[config.mk]
export PLATFORM = sky130hd
export DESIGN_NAME = instr_encoder
export DESIGN_NICKNAME = d
export VERILOG_FILES = /design/src/rtl/mips_pkg.sv /design/src/rtl/sync_fifo.sv /design/src/rtl/instr_encoder.sv
export SDC_FILE = /design/constraint.sdc
export NUM_CORES = 1
export LEC_CHECK = 0
export BUFFER_PORTS_ARGS = -buffer_cell sky130_fd_sc_hd__buf_2
export CORE_UTILIZATION = 59
export CTS_CLUSTER_SIZE = 28
export DETAILED_ROUTE_END_ITERATION = 16
export PLACE_DENSITY = 0.89
export SYNTH_ARGS = -nofsm -noshare
export SYNTH_HDL_FRONTEND = slang
export SYNTH_SLANG_ARGS = --single-unit
[constraint.sdc]
create_clock -name clk -period 6.63 [get_ports clk]
set_input_delay 0.663 -clock clk [delete_from_list [all_inputs] [get_ports clk]]
set_output_delay 0.663 -clock clk [all_outputs]
set_load 0.005 [all_outputs]
[src/rtl/mips_pkg.sv]
// mips_pkg: MIPS opcodes, request kinds and word packing shared by the encoder and control decoder
package mips_pkg;
   typedef enum logic [3:0] {
      K_R    = 4'd0,
      K_ADDI = 4'd1,
      K_LW   = 4'd2,
      K_SW   = 4'd3,
      K_BEQ  = 4'd4,
      K_BNE  = 4'd5,
      K_J    = 4'd6,
      K_JAL  = 4'd7
   } kind_e;
   localparam logic [5:0] OP_R    = 6'b000000;
   localparam logic [5:0] OP_ADDI = 6'b001000;
   localparam logic [5:0] OP_LW   = 6'b100011;
   localparam logic [5:0] OP_SW   = 6'b101011;
   localparam logic [5:0] OP_BEQ  = 6'b000100;
   localparam logic [5:0] OP_BNE  = 6'b000101;
   localparam logic [5:0] OP_J    = 6'b000010;
   localparam logic [5:0] OP_JAL  = 6'b000011;
   function automatic logic is_legal(input logic [3:0] k);
      return ~k[3];
   endfunction
   function automatic logic [5:0] opcode(input logic [3:0] k);
      case (k)
         K_ADDI:  return OP_ADDI;
         K_LW:    return OP_LW;
         K_SW:    return OP_SW;
         K_BEQ:   return OP_BEQ;
         K_BNE:   return OP_BNE;
         K_J:     return OP_J;
         K_JAL:   return OP_JAL;
         default: return OP_R;
      endcase
   endfunction
   function automatic logic [31:0] encode(input logic [3:0] k, input logic [4:0] rs, input logic [4:0] rt,
                                          input logic [4:0] rd, input logic [4:0] sh, input logic [5:0] fn,
                                          input logic [15:0] imm, input logic [25:0] tgt);
      return (k == K_R) ? {OP_R, rs, rt, rd, sh, fn} :
             (k == K_J || k == K_JAL) ? {opcode(k), tgt} : {opcode(k), rs, rt, imm};
   endfunction
endpackage

[src/rtl/sync_fifo.sv]
// sync_fifo: power-of-two circular FIFO with synchronous flush; pushes when full and pops when empty are dropped
module sync_fifo #(
   parameter int WIDTH = 32,
   parameter int DEPTH = 4
) (
   input  logic                     clk,
   input  logic                     rst_n,
   input  logic                     clear_i,
   input  logic                     push_i,
   input  logic                     pop_i,
   input  logic [WIDTH-1:0]         wdata_i,
   output logic [WIDTH-1:0]         rdata_o,
   output logic [$clog2(DEPTH):0]   count_o
);
   localparam int PW = $clog2(DEPTH);
   logic [WIDTH-1:0] mem_q [DEPTH];
   logic [PW-1:0]    wp_q, rp_q;
   logic [PW:0]      cnt_q, cnt_d;
   logic             push_ok, pop_ok;
   assign push_ok = push_i & (cnt_q != (PW+1)'(DEPTH));
   assign pop_ok  = pop_i & (cnt_q != '0);
   assign cnt_d   = cnt_q + (PW+1)'(push_ok) - (PW+1)'(pop_ok);
   assign rdata_o = mem_q[rp_q];
   assign count_o = cnt_q;
   always_ff @(posedge clk) begin
      if (push_ok & ~clear_i) mem_q[wp_q] <= wdata_i;
   end
   always_ff @(posedge clk or negedge rst_n) begin
      if (!rst_n) begin
         wp_q  <= '0;
         rp_q  <= '0;
         cnt_q <= '0;
      end else if (clear_i) begin
         wp_q  <= '0;
         rp_q  <= '0;
         cnt_q <= '0;
      end else begin
         wp_q  <= wp_q + PW'(push_ok);
         rp_q  <= rp_q + PW'(pop_ok);
         cnt_q <= cnt_d;
      end
   end
endmodule

[src/rtl/instr_encoder.sv]
// instr_encoder: packs encode requests into MIPS words and queues them with their instruction-memory addresses
module instr_encoder
   import mips_pkg::*;
#(
   parameter int DEPTH = 4,
   parameter int AW    = 10
) (
   input  logic                   clk,
   input  logic                   rst_n,
   input  logic                   clear,
   input  logic                   in_valid,
   output logic                   in_ready,
   input  logic [3:0]             in_kind,
   input  logic [4:0]             in_rs,
   input  logic [4:0]             in_rt,
   input  logic [4:0]             in_rd,
   input  logic [4:0]             in_shamt,
   input  logic [5:0]             in_funct,
   input  logic [15:0]            in_imm,
   input  logic [25:0]            in_target,
   output logic                   out_valid,
   input  logic                   out_ready,
   output logic [31:0]            out_instr,
   output logic [AW-1:0]          out_addr,
   output logic                   err,
   output logic [$clog2(DEPTH):0] count
);
   localparam int CW = $clog2(DEPTH) + 1;
   logic          live_q, err_q;
   logic [AW-1:0] addr_q, addr_d;
   logic [31:0]   head;
   logic          accept, push, pop;
   assign accept    = in_valid & in_ready;
   assign push      = accept & is_legal(in_kind);
   assign pop       = out_valid & out_ready;
   // live_q keeps in_ready low until the first edge after reset releases
   assign in_ready  = live_q & (count < CW'(DEPTH)) & ~clear;
   assign out_valid = count != '0;
   assign out_instr = out_valid ? head : '0;
   assign out_addr  = addr_q;
   assign err       = err_q;
   assign addr_d    = clear ? '0 : pop ? addr_q + AW'(1) : addr_q;
   sync_fifo #(.WIDTH(32), .DEPTH(DEPTH)) u_fifo (
      .clk     (clk),
      .rst_n   (rst_n),
      .clear_i (clear),
      .push_i  (push),
      .pop_i   (pop),
      .wdata_i (encode(in_kind, in_rs, in_rt, in_rd, in_shamt, in_funct, in_imm, in_target)),
      .rdata_o (head),
      .count_o (count)
   );
   always_ff @(posedge clk or negedge rst_n) begin
      if (!rst_n) begin
         live_q <= 1'b0;
         err_q  <= 1'b0;
         addr_q <= '0;
      end else begin
         live_q <= 1'b1;
         err_q  <= accept & ~is_legal(in_kind);
         addr_q <= addr_d;
      end
   end
endmodule

==> run metrics <==
status finished, final reports clean; final period utilization 0.483; worst slew pin tran between 1 and 1.5 ns; reg-to-reg startpoint u_fifo.count_o[2]; Ys Warns 0; post-route design area ~7400 um2; max cap viols 0; Post-Syn Nets 446; clock tree buffer depth 2; FILL cells around 600; Final WS setup 3.43 ns; WP data required 5.97 ns; crit start category flip-flop; number of global-route vias before repair 3714; Row Count 36; drt drc 0; cell count after synthesis roughly 360; clock share of power 0.331; Synth top cells by count edfxtp_1 (124), mux4_2 (31), nor2b_1 (30); Reg area approximately 4200 um2; cell-internal power 1.80 mW; synthesized flop and latch total 143; Reg2Reg Depth 10; Clk pin slew, worst setup/hold paths approximately 0.060 ns; register area share after synthesis 0.680; core area 9950 um2; leakage power 2.86 nW; I/O Buffers about 120; layout cells sized above 1 0.405; IO Count around 130; per-cell routed wire length 19.7 um; Fin Setup TNS 0 ns; Setup CP Type flip-flop to primary output; Slew Limit Headroom 0.296; first-pass GRT wire length about 19000 um; Post-Syn Area per Cell roughly 17 um2; CTS Buf Count 17; Detailed Place HPWL 7510 um; R2R setup slack 3.59 ns; Post-synth EDFFs 124; H-tree levels 4; Hold/Removal Path Class primary input to async pin; Die H 104 um; ys async rst share 0.133; root buffer cell clkbuf_8; ys flop type edfxtp_1; antenna violations before repair 0; post_cts resized 0; final setup vio count 0; Setup Buffers After CTS 0; final WL 12600 um; power per standard cell area 330 nW/um2; sequential power share 0.443; largest net degree at the start of global routing 33; top cell type by total area after synthesis edfxtp_1; post-route clock skew 0.00479 ns; Comb power frac 0.226; Synth top area share 0.603; peak supply drop 0.000248 V; RSZ-0062 raised after global routing no; Placer Congestion 0.768; Hold Buf Count CTS 0; GRT Overall Usage 0.245; Crit. End Element primary output; Via density 5.76; DRT Pass-1 Iters 5; reg-to-reg endpoint u_fifo.count_o[2]; net load switching power ~650 uW; FMAX 0.313 GHz; Tmin final around 3.2 ns; Overflow after GRT 0; CTS Sinks roughly 140; count leader, synth edfxtp_1; WP data arrival between 2 and 3 ns; initial core utilization 0.620; synthesis-to-layout area growth 20.3%; n_diodes 0; Final ANT Viol Nets 0; DRT iter0 DRCs 157; area occupied by multi-input gates 1870 um2; worst skew pair latency 0.52 ns; Max Fanout on Critical Path 32; sw frac 0.264; synth unique cells 38; die area ~11000 um2; Post-Syn Area ~6200 um2; top cells by area, synth edfxtp_1 (60%), mux4_2 (11%), dfrtp_1 (7.7%), nor2b_1 (3.0%), mux2i_1 (2.9%); CTS tree built; Area after DPL 6930 um2; Via Count 3672; Final nets 576; max-slew violations 0; pre-CTS WS 3.65 ns; Fin. Hold Viols 0; die width ~100 um
[worst max-delay path by stage]
stage | depth (start not counted) | slack (ns) | from | endpoint
floorplan | 2 | 1.90 | clear | u_fifo.mem_q[1][0]
global placement | 10 | 3.79 | u_fifo.count_o[2] | u_fifo.count_o[2]
detailed placement | 10 | 3.65 | u_fifo.count_o[2] | u_fifo.count_o[2]
CTS | 3 | 3.33 | u_fifo.rp_q[0] | out_instr[0]
global route | 3 | 3.23 | u_fifo.rp_q[0] | out_instr[0]
finish | 3 | 3.43 | u_fifo.rp_q[0] | out_instr[0]
[critical path, cell delays in order, from the launching register on]
cell	delay (ns)
dfrtp_2	1.06
mux4_2	0.64
nor2b_1	0.16
buf_2	0.15
[power by group through the flow]
stage / sequential [mW] / clock, mW / combinational [mW]
after CTS: 1.09 / 0.821 / 0.563
final: 1.09 / 0.812 / 0.554
after floorplan: 1.05 / 0 / 0.402
after detailed placement: 1.11 / 0 / 0.553
after global placement: 1.11 / 0 / 0.540
after global routing: 1.10 / 0.861 / 0.606
[flip-flops by register name, summed over array words and instances (netlist names)]
name	count
err	1
live_q	1
out_addr	10
u_fifo.count_o	3
u_fifo.mem_q	124
u_fifo.rp_q	2
u_fifo.wp_q	2
[metal layers]
| layer | GRT usage | up-vias | share of wire |
|---|---|---|---|
| met3 | 0.0639 | 27 | 0.053 |
| met4 | 0.111 | 0 | 0.024 |
| met2 | 0.420 | 171 | 0.55 |
| li1 | - | 1675 | - |
| met1 | 0.289 | 1799 | 0.38 |
| met5 | 0 | - | 0 |
[through the flow]
stage	utilization	hold WS (ns)	power [mW]	cells
2_1_floorplan	-	0.367	1.45	363
3_3_place_gp	0.696	0.560	1.65	607
3_5_place_dp	0.696	0.579	1.66	607
4_1_cts	0.746	0.0684	2.47	637
5_1_grt	0.746	0.0819	2.56	637
6_report	0.746	0.0757	2.45	637
[placed cells by master (no fill, tap or decap), types with 2 or more instances in the layout]
master	instances
or4_1	4
dfrtp_1	18
a21oi_1	6
edfxtp_1	124
clkbuf_16	16
nor2_1	10
mux2_2	11
clkinv_1	3
conb_1	2
or3_1	2
mux2i_1	18
clkbuf_1	4
nor3b_1	3
o21ai_1	2
clkinvlp_4	2
nor4b_2	2
buf_4	8
nor4_2	2
clkinv_2	3
o31ai_1	4
nand2_1	18
and2b_1	7
nand4_1	2
nand3_1	4
xor2_1	3
nor2b_1	30
xnor2_1	2
inv_1	5
o21ai_0	16
buf_2	123
mux4_2	31
ha_1	5
[layout make-up]
class | count | share of cell area
sequential | 143 | 0.566
multi-input combinational | 195 | 0.251
timing repair buffer | 131 | 0.0910
clock buffer | 21 | 0.0578
tap | 133 | 0.0224
clock inverter | 9 | 0.00960
inverter | 5 | 0.00253
[kinds of logic after synthesis]
logic type | after synthesis | synth area share
buffers and inverters | 25 | 0.0229
and+or+nand+nor | 92 | 0.0853
other | 2 | 0.00122
adders and majority gates | 6 | 0.0134
AOI/OAI and AO/OA | 30 | 0.0278
DFF | 143 | 0.680
muxes | 60 | 0.162
xor gates and xnor gates | 5 | 0.00709
(Power assumes the default switching activity.)
